==> config.mk <==
export PLATFORM = sky130hd
export DESIGN_NAME = step_pulse_decoder
export DESIGN_NICKNAME = d
export VERILOG_FILES = /design/src/rtl/step_motor_pkg.sv /design/src/rtl/step_pulse_edge.sv /design/src/rtl/step_pulse_decoder.sv
export SDC_FILE = /design/constraint.sdc
export NUM_CORES = 1
export LEC_CHECK = 0
export CAP_MARGIN = 20
export CORE_ASPECT_RATIO = 0.7
export CORE_MARGIN = 3
export CORE_UTILIZATION = 30
export DETAILED_ROUTE_END_ITERATION = 7
export GPL_TIMING_DRIVEN = 0
export PLACE_DENSITY = 0.48
export SLEW_MARGIN = 20
export SYNTH_ARGS = -nofsm -noshare
export SYNTH_HDL_FRONTEND = slang
export SYNTH_SLANG_ARGS = --single-unit
==> constraint.sdc <==
create_clock -name clk -period 4.1 [get_ports clk]
set_clock_uncertainty 0.15 [all_clocks]
set_input_delay 0.82 -clock clk [delete_from_list [all_inputs] [get_ports clk]]
set_output_delay 0.82 -clock clk [all_outputs]
set_load 0.03 [all_outputs]
==> src/rtl/step_motor_pkg.sv <==
// Shared definitions for the step_motor drive interface and its loop-back decoder.
package step_motor_pkg;

    // Decoder FSM: waiting for a first pulse, drive high, drive low between pulses
    typedef enum logic [1:0] {
        ST_IDLE = 2'b00,
        ST_HIGH = 2'b01,
        ST_LOW  = 2'b10
    } state_t;

    // Direction pin levels
    localparam logic DIR_POS = 1'b0;
    localparam logic DIR_NEG = 1'b1;

    // Finest microstep code; one position unit is 1/2^MS_MAX_DFLT of a full step
    localparam int unsigned MS_MAX_DFLT = 5;

endpackage

==> src/rtl/step_pulse_edge.sv <==
// Input synchroniser stage for the drive interface: two register stages (r0, r1)
// and rise / fall / direction-change decode from them.
module step_pulse_edge
    import step_motor_pkg::*;
#(
    parameter int unsigned C_MICROSTEP_WIDTH = 3
) (
    input  logic                         clk,
    input  logic                         resetn,
    input  logic                         i_drive,
    input  logic                         i_dir,
    input  logic [C_MICROSTEP_WIDTH-1:0] i_ms,
    output logic                         o_dir,
    output logic [C_MICROSTEP_WIDTH-1:0] o_ms,
    output logic                         o_rise,
    output logic                         o_fall,
    output logic                         o_dir_change
);

    logic                         r0_drive;
    logic                         r0_dir;
    logic [C_MICROSTEP_WIDTH-1:0] r0_ms;
    logic                         r1_drive;
    logic                         r1_dir;

    // First stage samples the pins; second stage holds the previous sample
    always_ff @(posedge clk or negedge resetn) begin
        if (!resetn) begin
            r0_drive <= 1'b0;
            r0_dir   <= DIR_POS;
            r0_ms    <= '0;
            r1_drive <= 1'b0;
            r1_dir   <= DIR_POS;
        end else begin
            r0_drive <= i_drive;
            r0_dir   <= i_dir;
            r0_ms    <= i_ms;
            r1_drive <= r0_drive;
            r1_dir   <= r0_dir;
        end
    end

    assign o_dir        = r0_dir;
    assign o_ms         = r0_ms;
    assign o_rise       = r0_drive & ~r1_drive;
    assign o_fall       = ~r0_drive & r1_drive;
    assign o_dir_change = r0_dir ^ r1_dir;

endmodule

==> src/rtl/step_pulse_decoder.sv <==
// Loop-back monitor for one step_motor channel: rebuilds signed position, pulse
// count and pulse period from drive/dir/ms, and latches drive-timing violations.
module step_pulse_decoder
    import step_motor_pkg::*;
#(
    parameter int unsigned C_STEP_NUMBER_WIDTH = 16,
    parameter int unsigned C_MICROSTEP_WIDTH   = 3,
    parameter int unsigned C_MS_MAX            = MS_MAX_DFLT,
    parameter int unsigned C_POSITION_WIDTH    = 32,
    parameter int unsigned C_PERIOD_WIDTH      = 24,
    parameter int unsigned C_MIN_HIGH          = 2,
    parameter int unsigned C_DIR_SETUP         = 2
) (
    input  logic                                clk,
    input  logic                                resetn,
    input  logic                                m_drive,
    input  logic                                m_dir,
    input  logic [C_MICROSTEP_WIDTH-1:0]        m_ms,
    input  logic                                clr,
    input  logic                                err_clr,
    output logic signed [C_POSITION_WIDTH-1:0]  pos,
    output logic [C_STEP_NUMBER_WIDTH-1:0]      step_cnt,
    output logic [C_PERIOD_WIDTH-1:0]           period,
    output logic                                period_vld,
    output logic                                moving,
    output logic                                err_width,
    output logic                                err_setup,
    output logic                                err_hold,
    output logic                                err_ms
);

    localparam int unsigned LP_HC_W = $clog2(C_MIN_HIGH + 1) + 1;
    localparam int unsigned LP_DS_W = $clog2(C_DIR_SETUP + 1) + 1;

    localparam logic [C_MICROSTEP_WIDTH-1:0]   LP_MS_MAX    = C_MICROSTEP_WIDTH'(C_MS_MAX);
    localparam logic [C_POSITION_WIDTH-1:0]    LP_POS_ONE   = C_POSITION_WIDTH'(1);
    localparam logic [C_STEP_NUMBER_WIDTH-1:0] LP_STEP_ONE  = C_STEP_NUMBER_WIDTH'(1);
    localparam logic [C_PERIOD_WIDTH-1:0]      LP_PER_ONE   = C_PERIOD_WIDTH'(1);
    localparam logic [C_PERIOD_WIDTH-1:0]      LP_PER_MAX   = '1;
    localparam logic [LP_HC_W-1:0]             LP_HC_ONE    = LP_HC_W'(1);
    localparam logic [LP_HC_W-1:0]             LP_HC_MAX    = '1;
    localparam logic [LP_HC_W:0]               LP_MIN_HIGH  = (LP_HC_W + 1)'(C_MIN_HIGH);
    localparam logic [LP_DS_W-1:0]             LP_DS_ONE    = LP_DS_W'(1);
    localparam logic [LP_DS_W-1:0]             LP_DS_MAX    = '1;
    localparam logic [LP_DS_W-1:0]             LP_DIR_SETUP = LP_DS_W'(C_DIR_SETUP);

    // Decoded input stage
    logic                           w_dir;
    logic [C_MICROSTEP_WIDTH-1:0]   w_ms;
    logic                           w_rise;
    logic                           w_fall;
    logic                           w_dir_change;

    // State and counters
    state_t                         r_state;
    logic [C_POSITION_WIDTH-1:0]    r_pos;
    logic [C_STEP_NUMBER_WIDTH-1:0] r_step_cnt;
    logic [C_PERIOD_WIDTH-1:0]      r_per_cnt;
    logic [C_PERIOD_WIDTH-1:0]      r_period;
    logic                           r_period_vld;
    logic [LP_HC_W-1:0]             r_high_cnt;
    logic [LP_DS_W-1:0]             r_dir_stable;
    logic                           r_err_width;
    logic                           r_err_setup;
    logic                           r_err_hold;
    logic                           r_err_ms;

    // Per-rise arithmetic and violation detection
    logic [C_MICROSTEP_WIDTH-1:0]   w_ms_eff;
    logic [C_POSITION_WIDTH-1:0]    w_inc;
    logic [C_POSITION_WIDTH-1:0]    w_pos_base;
    logic [C_POSITION_WIDTH-1:0]    w_pos_next;
    logic [C_STEP_NUMBER_WIDTH-1:0] w_step_base;
    logic                           w_period_ok;
    logic                           w_high_short;
    logic                           w_setup_short;
    logic                           w_new_width;
    logic                           w_new_setup;
    logic                           w_new_hold;
    logic                           w_new_ms;

    step_pulse_edge #(
        .C_MICROSTEP_WIDTH (C_MICROSTEP_WIDTH)
    ) u_edge (
        .clk          (clk),
        .resetn       (resetn),
        .i_drive      (m_drive),
        .i_dir        (m_dir),
        .i_ms         (m_ms),
        .o_dir        (w_dir),
        .o_ms         (w_ms),
        .o_rise       (w_rise),
        .o_fall       (w_fall),
        .o_dir_change (w_dir_change)
    );

    // Out-of-range microstep codes are clamped to the finest step (inc = 1)
    assign w_ms_eff   = (w_ms > LP_MS_MAX) ? LP_MS_MAX : w_ms;
    assign w_inc      = LP_POS_ONE << (LP_MS_MAX - w_ms_eff);

    // A rise coincident with clr counts from zero
    assign w_pos_base  = clr ? '0 : r_pos;
    assign w_step_base = clr ? '0 : r_step_cnt;
    assign w_pos_next  = (w_dir == DIR_POS) ? (w_pos_base + w_inc) : (w_pos_base - w_inc);

    // Period is only meaningful between two rises of one unbroken pulse train
    assign w_period_ok = !clr && (r_state == ST_LOW) && (r_per_cnt != LP_PER_MAX);

    // r_high_cnt excludes the rise cycle itself, so the drive-high length is count + 1
    assign w_high_short  = ({1'b0, r_high_cnt} + (LP_HC_W + 1)'(1)) < LP_MIN_HIGH;
    // A dir change in the rise cycle itself means zero cycles of setup
    assign w_setup_short = w_dir_change || (r_dir_stable < LP_DIR_SETUP);

    assign w_new_width = w_fall && (r_state == ST_HIGH) && w_high_short;
    assign w_new_setup = w_rise && w_setup_short;
    assign w_new_hold  = w_dir_change && (r_state == ST_HIGH);
    assign w_new_ms    = w_rise && (w_ms > LP_MS_MAX);

    // FSM, position, step count and period counter
    always_ff @(posedge clk or negedge resetn) begin
        if (!resetn) begin
            r_state    <= ST_IDLE;
            r_pos      <= '0;
            r_step_cnt <= '0;
            r_per_cnt  <= '0;
        end else if (w_rise) begin
            r_state    <= ST_HIGH;
            r_pos      <= w_pos_next;
            r_step_cnt <= w_step_base + LP_STEP_ONE;
            r_per_cnt  <= LP_PER_ONE;
        end else if (clr) begin
            r_state    <= ST_IDLE;
            r_pos      <= '0;
            r_step_cnt <= '0;
            r_per_cnt  <= '0;
        end else begin
            if (r_per_cnt != LP_PER_MAX) begin
                r_per_cnt <= r_per_cnt + LP_PER_ONE;
            end
            case (r_state)
                ST_HIGH: begin
                    if (w_fall) begin
                        r_state <= ST_LOW;
                    end
                end
                ST_LOW: begin
                    if (r_per_cnt == LP_PER_MAX) begin
                        r_state <= ST_IDLE;
                    end
                end
                default: r_state <= r_state;
            endcase
        end
    end

    // Period capture and its one-cycle strobe
    always_ff @(posedge clk or negedge resetn) begin
        if (!resetn) begin
            r_period     <= '0;
            r_period_vld <= 1'b0;
        end else if (w_rise && w_period_ok) begin
            r_period     <= r_per_cnt;
            r_period_vld <= 1'b1;
        end else begin
            r_period_vld <= 1'b0;
        end
    end

    // Drive-high length counter, saturating
    always_ff @(posedge clk or negedge resetn) begin
        if (!resetn) begin
            r_high_cnt <= '0;
        end else if (w_rise) begin
            r_high_cnt <= '0;
        end else if ((r_state == ST_HIGH) && (r_high_cnt != LP_HC_MAX)) begin
            r_high_cnt <= r_high_cnt + LP_HC_ONE;
        end
    end

    // Cycles since the last dir change, saturating; starts saturated out of reset
    always_ff @(posedge clk or negedge resetn) begin
        if (!resetn) begin
            r_dir_stable <= LP_DS_MAX;
        end else if (w_dir_change) begin
            r_dir_stable <= '0;
        end else if (r_dir_stable != LP_DS_MAX) begin
            r_dir_stable <= r_dir_stable + LP_DS_ONE;
        end
    end

    // Sticky error flags; a new violation outranks err_clr in the same cycle
    always_ff @(posedge clk or negedge resetn) begin
        if (!resetn) begin
            r_err_width <= 1'b0;
            r_err_setup <= 1'b0;
            r_err_hold  <= 1'b0;
            r_err_ms    <= 1'b0;
        end else begin
            r_err_width <= (r_err_width & ~err_clr) | w_new_width;
            r_err_setup <= (r_err_setup & ~err_clr) | w_new_setup;
            r_err_hold  <= (r_err_hold  & ~err_clr) | w_new_hold;
            r_err_ms    <= (r_err_ms    & ~err_clr) | w_new_ms;
        end
    end

    assign pos        = r_pos;
    assign step_cnt   = r_step_cnt;
    assign period     = r_period;
    assign period_vld = r_period_vld;
    assign moving     = (r_state != ST_IDLE);
    assign err_width  = r_err_width;
    assign err_setup  = r_err_setup;
    assign err_hold   = r_err_hold;
    assign err_ms     = r_err_ms;

endmodule
# After elaboration in Yosys (flattened, before gate mapping)
# Index checks and enable logic that the tools add are counted.
[word_totals]
ff_bits = 116
latchBits = 0
mem_bits_rw = 0
romBits = 0
inputBits = 9
out_inout_bits = 78
elab_cells = 87
n_memories = 0
[op_classes]
n_addsub = 8
mul = 0
n_div = 0
n_lt_le_gt_ge = 3
eq_ne = 8
n_shift = 1
muxes = 19
bitwise = 14
reduce_logical = 17
[ops]
columns = ["operator", "count"]
rows = [
  ["$mux 32", 3],
  ["$mux 24", 3],
  ["$add 32x32->32", 1],
  ["$mux 16", 2],
  ["$shl 1x3->32 const A", 1],
  ["$sub 32x32->32", 1],
  ["$add 24x1->24 const B", 1],
  ["$eq 24x24->1 const B", 1],
  ["$ne 24x24->1 const B", 1],
  ["$add 16x1->16 const B", 1],
  ["$mux 3", 5],
  ["$logic_and 1x1->1", 9],
  ["$mux 2", 4],
  ["$add 3x1->3 const B", 2],
  ["$and 1x1->1", 6],
  ["$ne 3x3->1 const B", 2],
  ["$reduce_bool 2->1", 3],
  ["$add 3x1->4 const B", 1],
  ["$lt 4x2->1 const B", 1],
  ["$ne 4x3->1 const B", 1],
  ["$ne 4x4->1 const B", 1],
  ["$or 1x1->1", 4],
  ["$pmux 2 s2", 1],
  ["$reduce_bool 4->1", 1],
  ["other kinds (12)", 14],
]

# Depth between registers and ports, before layout
# Gate-level depths: netlist of the first run.
[logic_depth]
ltp_word = 7
mapped_depth = 16
depth_no_buf = 15

# By module
# Synthesis of the first run repeated with hierarchy kept, for this count alone.
[unflattened]
hier_cells = 736
area_unflattened_um2 = 6814.0
[modules_own_cells]
columns = ["mod", "instances", "cells_each", "area_each_um2", "seq_area_each_um2"]
rows = [
  ["step_pulse_decoder", 1, 726, 6615.1, 2731.4],
  ["step_pulse_edge", 1, 10, 198.9, 175.2],
]

# Worst setup path before layout of the first run
# No wires, ideal clock.
[synth_timing]
path_kind = "input-to-reg"
startpoint = "input clr"
endpoint = "register r_pos[20], in the netlist pos[20]"
setup_ns = 0.120
arrival_ns = 3.608
required_time_ns = 3.830
setup_slack_ns = 0.222
cell_stages = 12
path_buffers = 2
cell_sequence = "clkbuf_1 > clkbuf_1 > nor2b_1 > fa_1 > a211oi_2 > o21ai_1 > a31oi_1 > a211oi_2 > o21a_1 > o21a_1 > or3_1 > a31o_2"
[synth_between]
elab_chain_cells = 4
word_cells_on_any_way = 5
classes_between = "add/sub (2); mux (3)"
[synth_rtl]
columns = ["item", "line", "rtl"]
rows = [
  ["start, declared", "step_pulse_decoder.sv:19", "input logic clr,"],
  ["$mux 32 (*)", "n/a", ""],
  ["$add 32x32->32 or $sub 32x32->32 (tied branches)", "step_pulse_decoder.sv:104", "assign w_pos_next = (w_dir == DIR_POS) ? (w_pos_base + w_inc) : (w_pos_base - w_inc);"],
  ["$mux 32", "step_pulse_decoder.sv:104", ""],
  ["$mux 32 (*)", "step_pulse_decoder.sv:126", "end else if (w_rise) begin"],
  ["end signal, assigned", "step_pulse_decoder.sv:128", "r_pos <= w_pos_next;"],
  ["end, declared", "step_pulse_decoder.sv:56", "logic [C_POSITION_WIDTH-1:0] r_pos;"],
]
# Mark *: on every way between the ends. The rest lies on a longest branch, timed or not.
# A chain may end at the register's enable or synchronous reset.

# Final worst setup path of the first run
[layout_timing]
startpoint = "register u_edge.r0_ms[1], in the netlist u_edge.o_ms[1]"
endpoint = "register r_pos[20], in the netlist pos[20]"
[layout_between]
elab_chain_cells = 7
word_cells_on_any_way = 8
classes_between = "add/sub (3); order compare (1); shift (1); mux (3)"
[layout_rtl]
columns = ["item", "line", "rtl"]
rows = [
  ["start, declared", "step_pulse_edge.sv:22", "logic [C_MICROSTEP_WIDTH-1:0] r0_ms;"],
  ["start signal, assigned", "step_pulse_edge.sv:37", "r0_ms <= i_ms;"],
  ["$gt 3x3->1", "step_pulse_decoder.sv:98", "assign w_ms_eff = (w_ms > LP_MS_MAX) ? LP_MS_MAX : w_ms;"],
  ["$mux 3 (*)", "step_pulse_decoder.sv:98", ""],
  ["$sub 3x3->3 (*)", "step_pulse_decoder.sv:99", "assign w_inc = LP_POS_ONE << (LP_MS_MAX - w_ms_eff);"],
  ["$shl 1x3->32 (*)", "step_pulse_decoder.sv:99", ""],
  ["$add 32x32->32 or $sub 32x32->32 (tied branches)", "step_pulse_decoder.sv:104", ""],
  ["$mux 32 (*)", "step_pulse_decoder.sv:104", ""],
  ["$mux 32 (*)", "step_pulse_decoder.sv:126", ""],
]
# Marks and branches as above.

==> results.json, run 1 <==
{
  "setup_slack_ps": 193.7,
  "max-vdd-ir-drop_uv": 289.3,
  "crit_type": "reg -> reg",
  "die_area_um2": 25150,
  "synth-main-ff-cell": "sky130_fd_sc_hd__dfrtp_1",
  "synth_seq_cells": 116,
  "maxSlewViolCount": 0,
  "placeableCoreArea_um2": 22730,
  "track_usage_pct": 15.46,
  "yosys_warnings": 0,
  "library_cell_used_as_clock_root_buffer": "sky130_fd_sc_hd__clkbuf_16",
  "synth_sequential_area_ratio_pct": 41.66,
  "cp_max_fo": 8,
  "synth_top_cell_by_area": "sky130_fd_sc_hd__dfrtp_1",
  "fin_crit_ps": 3906,
  "die-width_um": 188.3,
  "place_worst_setup_slack_ps": -1639,
  "mostFrequentLayoutCell": "sky130_fd_sc_hd__dfrtp_1",
  "startpoint_type_of_the_worst_setup_path": "register",
  "clock_tree_from_tritoncts": "yes",
  "dr.first_iter.drc_count": 397,
  "max-cap-violations": 0,
  "timing_hold_violations_final": 0,
  "worst_ep_required_ps": 4250,
  "dp.final_hpwl_um": 14040,
  "timing.critical_path.cells": "nor2_2, nand2_1, ha_2, nor2b_1, a31oi_2, fa_2, a211oi_4, o21ai_2, a31oi_2, a211oi_4, buf_4, o21a_1, o21a_1, or3_1, a31o_2",
  "worstSkewPairLatency_ps": 420,
  "vias_per_cell": 4.969,
  "final_cell_mix": "sky130_fd_sc_hd__dfrtp_1 (112), sky130_fd_sc_hd__clkdlybuf4s50_1 (84), sky130_fd_sc_hd__nor2_1 (63)",
  "timing.reg2reg.setup_slack_ps": 190,
  "finalWirelength_um": 19090,
  "detailroute.via_count": 5645,
  "cp-end-kind": "register",
  "floorplan.initialDensity_pct": 30.69,
  "count_of_buffers_inserted_at_the_top_level_ports": 86,
  "asyncSetResetFlopFracSynth_pct": 100.0,
  "rsz0062_at_grt": "false",
  "drt_first_pass_iters": 5,
  "finalCritPeriodShare_pct": 95.28,
  "final.hold.worst_slack_ps": 180.0,
  "syn_avg_cell_area_um2": 9.952,
  "powerDensity_nw_per_um2": 427.9,
  "netlist_instances": 701,
  "drive_above_1_share_pct": 14.81,
  "antenna_cells": 0,
  "grt_start_max_net_pins": 74,
  "cts_hold_buffers": 0,
  "synthDistinctLibCells": 64,
  "layout-area-overhead-vs-synth_pct": 29.43,
  "place_inst": 1100,
  "io-pin-count": 87,
  "cts-buffers-inserted": 17,
  "die_h_um": 133.6,
  "synth.cell_area_um2": 6977,
  "synth_nets": 750,
  "maxSlewHeadroom_pct": 48.69,
  "number_of_h_tree_levels": 4,
  "grt_pass1_vias": 5606,
  "worst_pin_slew_ps": 769.7,
  "synth-edff-count": 0,
  "fmax_mhz": 256.0,
  "count_of_antenna_violating_nets_left_after_detailed_routing": 0,
  "critical_path.slowest_cell": "sky130_fd_sc_hd__dfrtp_1",
  "drc": 0,
  "antenna_found_initial": 0,
  "grt_pass1_wl_um": 30840,
  "core.rowCount": 46,
  "worst_setup_hold_path_clk_slew_ps": 60,
  "setup_violations": 0,
  "static_leak_uw": 0.003894,
  "status": "completed",
  "holdCritPathClass": "in -> async",
  "synth.top_cell.area_share_pct": 40.53,
  "finalPower_uw": 3864,
  "cts_sinks": 116,
  "cp_data_arrival_time_ps": 4050,
  "fin_nets": 860,
  "place_congestion": 0.9093,
  "post_layout_nonfiller_instances": 1136,
  "synth.area.top_cells": "sky130_fd_sc_hd__dfrtp_1 (41%), sky130_fd_sc_hd__ha_1 (7.0%), sky130_fd_sc_hd__mux2_4 (4.1%)",
  "globalRoute.totalOverflow": 0,
  "critPathMaxStageDelay_ps": 470,
  "avgRoutedWirePerCell_um": 16.80,
  "max-clock-path-buffers": 2
}
flip-flops by register name, summed over array words and instances, names as in the netlist:
name / flops
err_hold: 1
err_ms: 1
err_setup: 1
err_width: 1
period: 24
period_vld: 1
pos: 32
r_dir_stable: 3
r_high_cnt: 3
r_per_cnt: 24
r_state: 2
step_cnt: 16
u_edge.o_dir: 1
u_edge.o_ms: 3
u_edge.r0_drive: 1
u_edge.r1_dir: 1
u_edge.r1_drive: 1
metrics by stage:
stage	setup TNS [ps]	area [um2]	util, %
after floorplan	0	6977	-
after global placement	-341220	8228	36.19
after detailed placement	-32590	8257	36.32
after CTS	0	8985	39.52
after global routing	0	9030	39.72
final	0	9030	39.72
cell usage after synthesis, types with 3 or more instances:
cell                       instances
sky130_fd_sc_hd__dfrtp_1         113
sky130_fd_sc_hd__nor2_1           64
sky130_fd_sc_hd__a21oi_1          44
sky130_fd_sc_hd__nor2b_1          41
sky130_fd_sc_hd__nand2_1          40
sky130_fd_sc_hd__ha_1             39
sky130_fd_sc_hd__o21ai_0          29
sky130_fd_sc_hd__xor2_1           29
sky130_fd_sc_hd__nand3_1          28
sky130_fd_sc_hd__xnor2_1          27
sky130_fd_sc_hd__clkbuf_1         24
sky130_fd_sc_hd__mux2_2           23
sky130_fd_sc_hd__mux2_4           19
sky130_fd_sc_hd__inv_1            16
sky130_fd_sc_hd__nand4_1          16
sky130_fd_sc_hd__a21o_1           12
sky130_fd_sc_hd__and3_1            9
sky130_fd_sc_hd__o21a_1            9
sky130_fd_sc_hd__and2_1            8
sky130_fd_sc_hd__mux2i_1           8
sky130_fd_sc_hd__nand2b_1          8
sky130_fd_sc_hd__or3_1             8
sky130_fd_sc_hd__nor3b_1           6
sky130_fd_sc_hd__a31oi_1           5
sky130_fd_sc_hd__a211oi_1          4
sky130_fd_sc_hd__nand3b_1          4
sky130_fd_sc_hd__nor3_1            4
sky130_fd_sc_hd__a31o_2            3
sky130_fd_sc_hd__dfstp_2           3
sky130_fd_sc_hd__maj3_1            3
sky130_fd_sc_hd__o211ai_1          3
sky130_fd_sc_hd__o21bai_1          3
sky130_fd_sc_hd__o32a_1            3
sky130_fd_sc_hd__or2_2             3
final timing paths:
check,from,to,cells after the start
worst max-delay path,u_edge.o_ms[1],pos[20],15
min in group clk,u_edge.r0_drive,u_edge.r1_drive,0
worst min-delay path,resetn,pos[26],1
max in group asynchronous,resetn,r_per_cnt[10],2
worst max register to register,u_edge.o_ms[1],pos[20],15
worst min register to register,u_edge.r0_drive,u_edge.r1_drive,0
report_power, final:
group	leakage (uW)	switching (uW)	internal [uW]
sequential	0.00155	63.1	1240
clock	0.000303	573	1020
combinational	0.00204	558	413
worst max-delay path: cells and delay by family (launching register included):
kind	cells	cell delay, ps
and+or+nand+nor	4	670
adders and majority gates	2	740
AOI/OAI and AO/OA	8	1600
DFF	1	470
buffers and inverters	1	170
layer usage:
| metal | global-route usage, % | part of all wire, % |
|---|---|---|
| met5 | 0 | 0 |
| met4 | 3.415 | 0.80 |
| met3 | 3.919 | 6.2 |
| met2 | 21.22 | 40 |
| met1 | 24.06 | 53 |
timing repair:
action,4_1_cts,5_1_grt
cloned,0,0
pin swaps,3,5
buffers inserted,4,2
gates resized for setup,20,18
endpoints found under the setup margin,27,14
layout make-up:
type	instances	area [um2]
timing repair buffer	93	932.1
clock buffer	17	425.4
multi-input combinational	538	3934
sequential	116	2908
inverter	17	63.81
clock inverter	15	206.4
tap	312	390.4
buffer	28	170.2
fill	2214	13700
cells by family (layout without fill, tap and decap cells):
family / count (synthesis) / count (layout) / synth area share [%]
AO/OA/AOI/OAI: 140 / 140 / 13.11
XOR/XNOR: 56 / 56 / 7.030
adder cells (fa/ha/maj): 43 / 43 / 7.712
buffers and inverters: 47 / 170 / 3.121
flip-flops: 116 / 116 / 41.66
multiplexers: 50 / 50 / 8.949
other: 2 / 2 / 0.1076
AND/OR/NAND/NOR: 247 / 247 / 18.31
Power figures use the tool's default switching activity.
==> run 2: changes to the inputs <==
--- a/config.mk
+++ b/config.mk
@@ -8,11 +8,12 @@
 export CAP_MARGIN = 20
 export CORE_ASPECT_RATIO = 0.7
 export CORE_MARGIN = 3
-export CORE_UTILIZATION = 30
+export CORE_UTILIZATION = 45
 export DETAILED_ROUTE_END_ITERATION = 7
 export GPL_TIMING_DRIVEN = 0
-export PLACE_DENSITY = 0.48
+export PLACE_DENSITY = 0.68
 export SLEW_MARGIN = 20
 export SYNTH_ARGS = -nofsm -noshare
 export SYNTH_HDL_FRONTEND = slang
+export SYNTH_HIERARCHICAL = 1
 export SYNTH_SLANG_ARGS = --single-unit
==> run 2 against run 1 <==
Die area fell by 34%. Worst hold slack improved by 2.7 ps. Clock power rose by 4%. Sequential power barely moved. Critical path type unchanged. Critical endpoint is now pos[31]. Highest routed layer unchanged.
==> results.json, run 2 <==
{
  "p_int_uw": 2832,
  "library_cell_used_as_clock_root_buffer": "sky130_fd_sc_hd__clkbuf_16",
  "power.share.sequential_pct": 32.2,
  "max-clock-path-buffers": 2,
  "grt_use_met2_pct": 34.48,
  "cts_sinks": 116,
  "max-vdd-ir-drop_uv": 227.4,
  "vias_per_cell": 5.458,
  "finalCritPeriodShare_pct": 96.78,
  "placeableCoreArea_um2": 14370,
  "dr.first_iter.drc_count": 338,
  "synth_top_cell_by_area": "sky130_fd_sc_hd__dfrtp_1",
  "number_of_h_tree_levels": 4,
  "cp_max_fo": 4,
  "powerDensity_nw_per_um2": 457.7,
  "track_usage_pct": 22.36,
  "setup_violations": 0,
  "crit_type": "reg -> reg",
  "netlist_instances": 736,
  "maxSlewHeadroom_pct": 53.34,
  "grt_pass1_vias": 5924,
  "count_of_buffers_inserted_at_the_top_level_ports": 86,
  "cp_data_arrival_time_ps": 4090,
  "fin_area_um2": 8936,
  "fin_crit_ps": 3968,
  "avgRoutedWirePerCell_um": 17.09,
  "finalWirelength_um": 18210,
  "synth.top_cell.area_share_pct": 41.50,
  "antenna_cells": 0,
  "core.rowCount": 36,
  "synth.most_common_cell": "sky130_fd_sc_hd__dfrtp_1",
  "die_h_um": 109.0,
  "largest_reg_flops": 32,
  "layout-area-overhead-vs-synth_pct": 31.14,
  "synth-edff-count": 0,
  "synth_sequential_area_ratio_pct": 42.66,
  "synth.area.top_cells": "sky130_fd_sc_hd__dfrtp_1 (41%), sky130_fd_sc_hd__ha_1 (7.3%), sky130_fd_sc_hd__nand2_1 (6.1%)",
  "worstSkewPairLatency_ps": 410,
  "die_area_um2": 16680,
  "fmax_mhz": 252.0,
  "yosys_warnings": 6,
  "static_leak_uw": 0.004051,
  "globalRoute.totalOverflow": 0,
  "grt_pass1_wl_um": 29850,
  "worst_ep_required_ps": 4220,
  "antenna_found_initial": 0,
  "io-pin-count": 87,
  "clock_tree_from_tritoncts": "yes",
  "synth_commonest_cells": "sky130_fd_sc_hd__dfrtp_1 (113), sky130_fd_sc_hd__nand2_1 (111), sky130_fd_sc_hd__nor2_1 (69), sky130_fd_sc_hd__ha_1 (40), sky130_fd_sc_hd__nor2b_1 (39)",
  "post_layout_nonfiller_instances": 1065,
  "timing.reg2reg.setup_slack_ps": 130,
  "synth.cell_area_um2": 6814,
  "worst_pin_slew_ps": 699.8,
  "synthDistinctLibCells": 63,
  "asyncSetResetFlopFracSynth_pct": 100.0,
  "synth_nets": 786,
  "final_cell_mix": "sky130_fd_sc_hd__nand2_1 (111), sky130_fd_sc_hd__dfrtp_1 (111), sky130_fd_sc_hd__clkdlybuf4s50_1 (84)",
  "comb_power_share_pct": 27.5,
  "final.hold.worst_slack_ps": 182.7,
  "finalPower_uw": 4090,
  "cts_hold_buffers": 0,
  "status": "completed",
  "max-cap-violations": 0,
  "holdCritPathClass": "in -> async",
  "fin_nets": 912,
  "synth-main-ff-cell": "sky130_fd_sc_hd__dfrtp_1",
  "power_frac_clock_pct": 40.3,
  "floorplan.initialDensity_pct": 47.42,
  "dp.final_hpwl_um": 12940,
  "drive_above_1_share_pct": 13.14,
  "grt_start_max_net_pins": 76,
  "worst_setup_hold_path_clk_slew_ps": 60,
  "p_sw_share_pct": 30.77,
  "drc": 0,
  "maxSlewViolCount": 0,
  "cp-end-kind": "register",
  "drt_first_pass_iters": 5,
  "timing_hold_violations_final": 0,
  "synth_seq_cells": 116,
  "count_of_antenna_violating_nets_left_after_detailed_routing": 0,
  "total_switching_power_uw": 1258,
  "global_route.usage.met3_pct": 4.760,
  "met1_usage_pct": 31.75,
  "detailroute.via_count": 5813,
  "startpoint_type_of_the_worst_setup_path": "register",
  "placement.cell_area_um2": 7941,
  "grt_most_used_layer": "met2",
  "syn_avg_cell_area_um2": 9.258,
  "die-width_um": 153.1,
  "place_congestion": 0.9238,
  "place_inst": 1013,
  "cts-buffers-inserted": 17
}
## run 2: cell types whose count changed in the layout (fill, tap and decap cells not counted), moves of 6 or more
| cell | delta |
|---|---|
| sky130_fd_sc_hd__a21oi_1 | -10 |
| sky130_fd_sc_hd__buf_4 | +16 |
| sky130_fd_sc_hd__inv_1 | +7 |
| sky130_fd_sc_hd__mux2_4 | -19 |
| sky130_fd_sc_hd__nand2_1 | +71 |
| sky130_fd_sc_hd__nand3_1 | -10 |
| sky130_fd_sc_hd__o21ai_0 | -7 |
| sky130_fd_sc_hd__xnor2_1 | +7 |
| sky130_fd_sc_hd__xor2_1 | +6 |
## run 2: logic make-up (layout without fill, tap and decap cells)
| family | Yosys count | in the layout | share of synthesized area, % |
|---|---|---|---|
| other cells | 2 | 2 | 0.1102 |
| simple gates | 305 | 305 | 21.36 |
| compound gates | 117 | 117 | 11.31 |
| fa+ha+maj | 42 | 42 | 7.786 |
| mux | 29 | 29 | 4.646 |
| buf+inv | 56 | 195 | 3.268 |
| flops | 116 | 116 | 42.66 |
| xor+xnor | 69 | 69 | 8.869 |
## run 2: final timing paths
kind / from / to / cells past startpoint
worst max-delay path: u_edge/o_ms[1] / pos[31] / 15
worst min-delay path: resetn / u_edge/o_ms[1] / 1
worst max register to register: u_edge/o_ms[1] / pos[31] / 15
worst min register to register: u_edge/r0_drive / u_edge/r1_drive / 0
max in group asynchronous: resetn / pos[29] / 2
min in group clk: u_edge/r0_drive / u_edge/r1_drive / 0
## run 2: routing by layer
metal  vias up  share of wire (%)
met4         0                1.3
li1       2774                  -
met1      2869                 49
met2       147                 45
met5         -                  0
met3        23                4.5
## run 2: repair_timing
action | 4_1_cts | 5_1_grt
buffers inserted | 9 | 13
pin swaps | 7 | 14
cloned | 0 | 0
endpoints found under the setup margin | 18 | 12
resized for setup | 24 | 27
## run 2: worst max-delay path: stages, from the launching register on
cell and delay, ps:
sky130_fd_sc_hd__dfrtp_2 450, sky130_fd_sc_hd__nor2_4 130, sky130_fd_sc_hd__nand2_1 60, sky130_fd_sc_hd__ha_2 190, sky130_fd_sc_hd__a21oi_4 210, sky130_fd_sc_hd__inv_1 190
sky130_fd_sc_hd__ha_4 330, sky130_fd_sc_hd__and2_4 150, sky130_fd_sc_hd__nand4_1 230, sky130_fd_sc_hd__nor4_4 430, sky130_fd_sc_hd__a2111oi_4 120, sky130_fd_sc_hd__o21a_1 210
sky130_fd_sc_hd__or4_4 530, sky130_fd_sc_hd__o211ai_4 120, sky130_fd_sc_hd__mux2i_1 230, sky130_fd_sc_hd__nand3_1 90
## run 2: area by class of cell
| cell class | count | area, um2 |
|---|---|---|
| buffer | 29 | 155.1 |
| clock inverter | 12 | 202.7 |
| multi-input combinational | 564 | 3825 |
| sequential | 116 | 2909 |
| timing repair buffer | 109 | 1061 |
| inverter | 25 | 98.84 |
| tap | 190 | 237.7 |
| clock buffer | 20 | 446.7 |
| fill | 1184 | 5433 |
## run 2: power groups by stage
| stage | Clock, uW | Combinational [uW] | Sequential [uW] |
|---|---|---|---|
| finish | 1650 | 1120 | 1320 |
| global route | 1730 | 1220 | 1330 |
| CTS | 1670 | 1070 | 1310 |
| detailed placement | 0 | 1020 | 1330 |
| global placement | 0 | 995 | 1330 |
| floorplan | 0 | 556 | 1460 |
## run 2: stage by stage
step / utilization, % / TNS [ps] / worst slack (ps)
finish: 62.19 / 0 / 131.8
CTS: 60.76 / 0 / 18.26
global route: 62.19 / -22.07 / -22.07
floorplan: - / 0 / 41.94
detailed placement: 55.27 / -16420 / -1255
global placement: 55.07 / -295060 / -2469
==> run 3: changes to the inputs <==
--- a/config.mk
+++ b/config.mk
@@ -11,7 +11,7 @@
 export CORE_UTILIZATION = 45
 export DETAILED_ROUTE_END_ITERATION = 7
 export GPL_TIMING_DRIVEN = 0
-export PLACE_DENSITY = 0.68
+export PLACE_DENSITY = 0.65
 export SLEW_MARGIN = 20
 export SYNTH_ARGS = -nofsm -noshare
 export SYNTH_HDL_FRONTEND = slang
==> constraint.sdc (replaced) <==
create_clock -name clk -period 3.9 [get_ports clk]
set_clock_uncertainty 0.15 [all_clocks]
set_input_delay 0.78 -clock clk [delete_from_list [all_inputs] [get_ports clk]]
set_output_delay 0.78 -clock clk [all_outputs]
set_load 0.03 [all_outputs]
==> run 3 against run 2 <==
Clock power fell by 5%. Final cell count increased by 0.56%. Routed wire length decreased by 0.66%. Count of clock-buffer cells in the layout is 2 lower. Sequential power increased by 5%. Highest routed layer unchanged. Largest power group unchanged. Register-to-register slack about the same. Core utilization rose by 0.17 points.
==> results.json, run 3 (synthesis results as in run 2) <==
{
  "status": "completed",
  "place_congestion": 0.8780,
  "drc": 0,
  "powerDensity_nw_per_um2": 462.8,
  "cts_hold_buffers": 0,
  "cp-end-kind": "register",
  "startpoint_type_of_the_worst_setup_path": "register",
  "clock_tree_from_tritoncts": "yes",
  "die_h_um": 109.0,
  "worstSkewPairLatency_ps": 420,
  "finalWirelength_um": 18090,
  "count_of_antenna_violating_nets_left_after_detailed_routing": 0,
  "die-width_um": 153.1,
  "drive_above_1_share_pct": 14.64,
  "place_inst": 1013,
  "tns_ps": 0,
  "count_of_buffers_inserted_at_the_top_level_ports": 86,
  "io-pin-count": 87,
  "dp.final_hpwl_um": 12580,
  "maxSlewHeadroom_pct": 54.61,
  "setup_slack_ps": 134.0,
  "cp_data_arrival_time_ps": 3920,
  "timing.critical_path.cells": "nor2_4, nand2_1, ha_2, buf_4, buf_4, nor2_4, xor2_2, ha_2, a21o_1, a21oi_2, o21ai_2, a21oi_4, buf_4, buf_4, o21a_1, o21ai_0, a21oi_1, xnor2_1, mux2_2",
  "floorplan.initialDensity_pct": 47.42,
  "grt_pass1_vias": 5849,
  "grt_pass1_wl_um": 29640,
  "max-clock-path-buffers": 2,
  "detailroute.via_count": 5713,
  "dr.first_iter.drc_count": 258,
  "multi_input_comb_area_um2": 3859,
  "final_cell_mix": "sky130_fd_sc_hd__nand2_1 (111), sky130_fd_sc_hd__dfrtp_1 (111), sky130_fd_sc_hd__clkdlybuf4s50_1 (84)",
  "antenna_found_initial": 0,
  "worst_pin_slew_ps": 680.9,
  "max-vdd-ir-drop_uv": 274.8,
  "antenna_cells": 0,
  "maxSlewViolCount": 0,
  "post_layout_nonfiller_instances": 1071,
  "largest_reg_flops": 32,
  "fin_nets": 918,
  "place_worst_setup_slack_ps": -1364,
  "setup_violations": 0,
  "final_core_utilization_pct": 62.37,
  "placeableCoreArea_um2": 14370,
  "static_leak_uw": 0.004042,
  "track_usage_pct": 22.21,
  "avgRoutedWirePerCell_um": 16.89,
  "core.rowCount": 36,
  "die_area_um2": 16680,
  "critical_path.slowest_cell": "sky130_fd_sc_hd__dfrtp_2",
  "critPathMaxStageDelay_ps": 460,
  "cp_max_fo": 7,
  "fin_crit_ps": 3766,
  "crit_type": "reg -> reg",
  "critPathMostFrequentCell": "sky130_fd_sc_hd__buf_4",
  "drt_first_pass_iters": 4,
  "timing_hold_violations_final": 0,
  "library_cell_used_as_clock_root_buffer": "sky130_fd_sc_hd__clkbuf_16",
  "globalRoute.totalOverflow": 0,
  "cts-buffers-inserted": 17,
  "worst_ep_required_ps": 4060,
  "grt_start_max_net_pins": 73,
  "number_of_h_tree_levels": 4,
  "fillerInstances": 1203,
  "vias_per_cell": 5.334,
  "finalCritPeriodShare_pct": 96.56,
  "layout-area-overhead-vs-synth_pct": 31.51,
  "max-cap-violations": 0,
  "cts_sinks": 116,
  "area.sequential_um2": 2909,
  "fmax_mhz": 265.5,
  "worst_setup_hold_path_clk_slew_ps": 70,
  "holdCritPathClass": "in -> async"
}
==> run 3: cell count changes in the layout (fill, tap and decap cells not counted), moves of 2 or more <==
cell	change
sky130_fd_sc_hd__bufinv_16	-3
sky130_fd_sc_hd__buf_6	-2
sky130_fd_sc_hd__buf_4	+7
sky130_fd_sc_hd__nor2_1	-3
sky130_fd_sc_hd__inv_6	+2
sky130_fd_sc_hd__nor2_2	+2
sky130_fd_sc_hd__clkbuf_1	-2
sky130_fd_sc_hd__clkinvlp_4	+2
==> run 3: per-stage QoR <==
stage	hold WS, ps	power (uW)	instance area, um2
2_1_floorplan	210.1	2121	6822
3_3_place_gp	262.6	2448	7920
3_5_place_dp	262.1	2475	7949
4_1_cts	147.1	4125	8797
5_1_grt	163.3	4345	8961
6_report	138.6	4147	8961
==> run 3: what timing repair did <==
item / in CTS / in global routing
setup endpoints to repair: 22 / 14
pin swaps: 11 / 21
gates resized for setup: 33 / 21
buffers inserted: 17 / 11
==> run 3: worst paths after layout <==
check                           startpoint              end  slack [ps]  cells past startpoint
min                                 resetn           err_ms         140                      1
max in group asynchronous           resetn    r_per_cnt[20]        2740                      2
min reg2reg                u_edge/r0_drive  u_edge/r1_drive         290                      0
min in group clk           u_edge/r0_drive  u_edge/r1_drive         290                      0
max                         u_edge/o_ms[1]          pos[16]         130                     19
max reg2reg                 u_edge/o_ms[1]          pos[16]         130                     19
==> run 3: area by class of cell <==
| cell class | count | area share, % |
|---|---|---|
| Clock inverter | 14 | 1.717 |
| Timing Repair Buffer | 115 | 12.40 |
| Buffer | 29 | 1.676 |
| Tap cell | 190 | 2.653 |
| Sequential cell | 116 | 32.46 |
| Inverter | 25 | 1.131 |
| Multi-Input combinational cell | 564 | 43.06 |
| Clock buffer | 18 | 4.901 |
==> run 3: power by group <==
| part | internal, uW | switching (uW) | leakage, uW |
|---|---|---|---|
| clock | 963 | 608 | 0.000283 |
| combinational | 525 | 671 | 0.00221 |
| sequential | 1310 | 70.5 | 0.00155 |
| total | 2800 | 1350 | 0.00404 |
==> run 3: per-layer routing <==
layer / global-route usage [%] / share of wire (%)
met1: 31.98 / 49
met4: 6.739 / 0.90
met5: 0 / 0
met2: 34.36 / 45
met3: 4.086 / 4.5
==> run 3: critical path: cells and delay by family (launching register included) <==
kind	cells	cell delay, ps
adders and majority gates	2	520
DFF	1	460
buffers and inverters	4	530
AOI/OAI and AO/OA	7	1150
and+or+nand+nor	3	310
muxes	1	260
xor gates and xnor gates	2	250
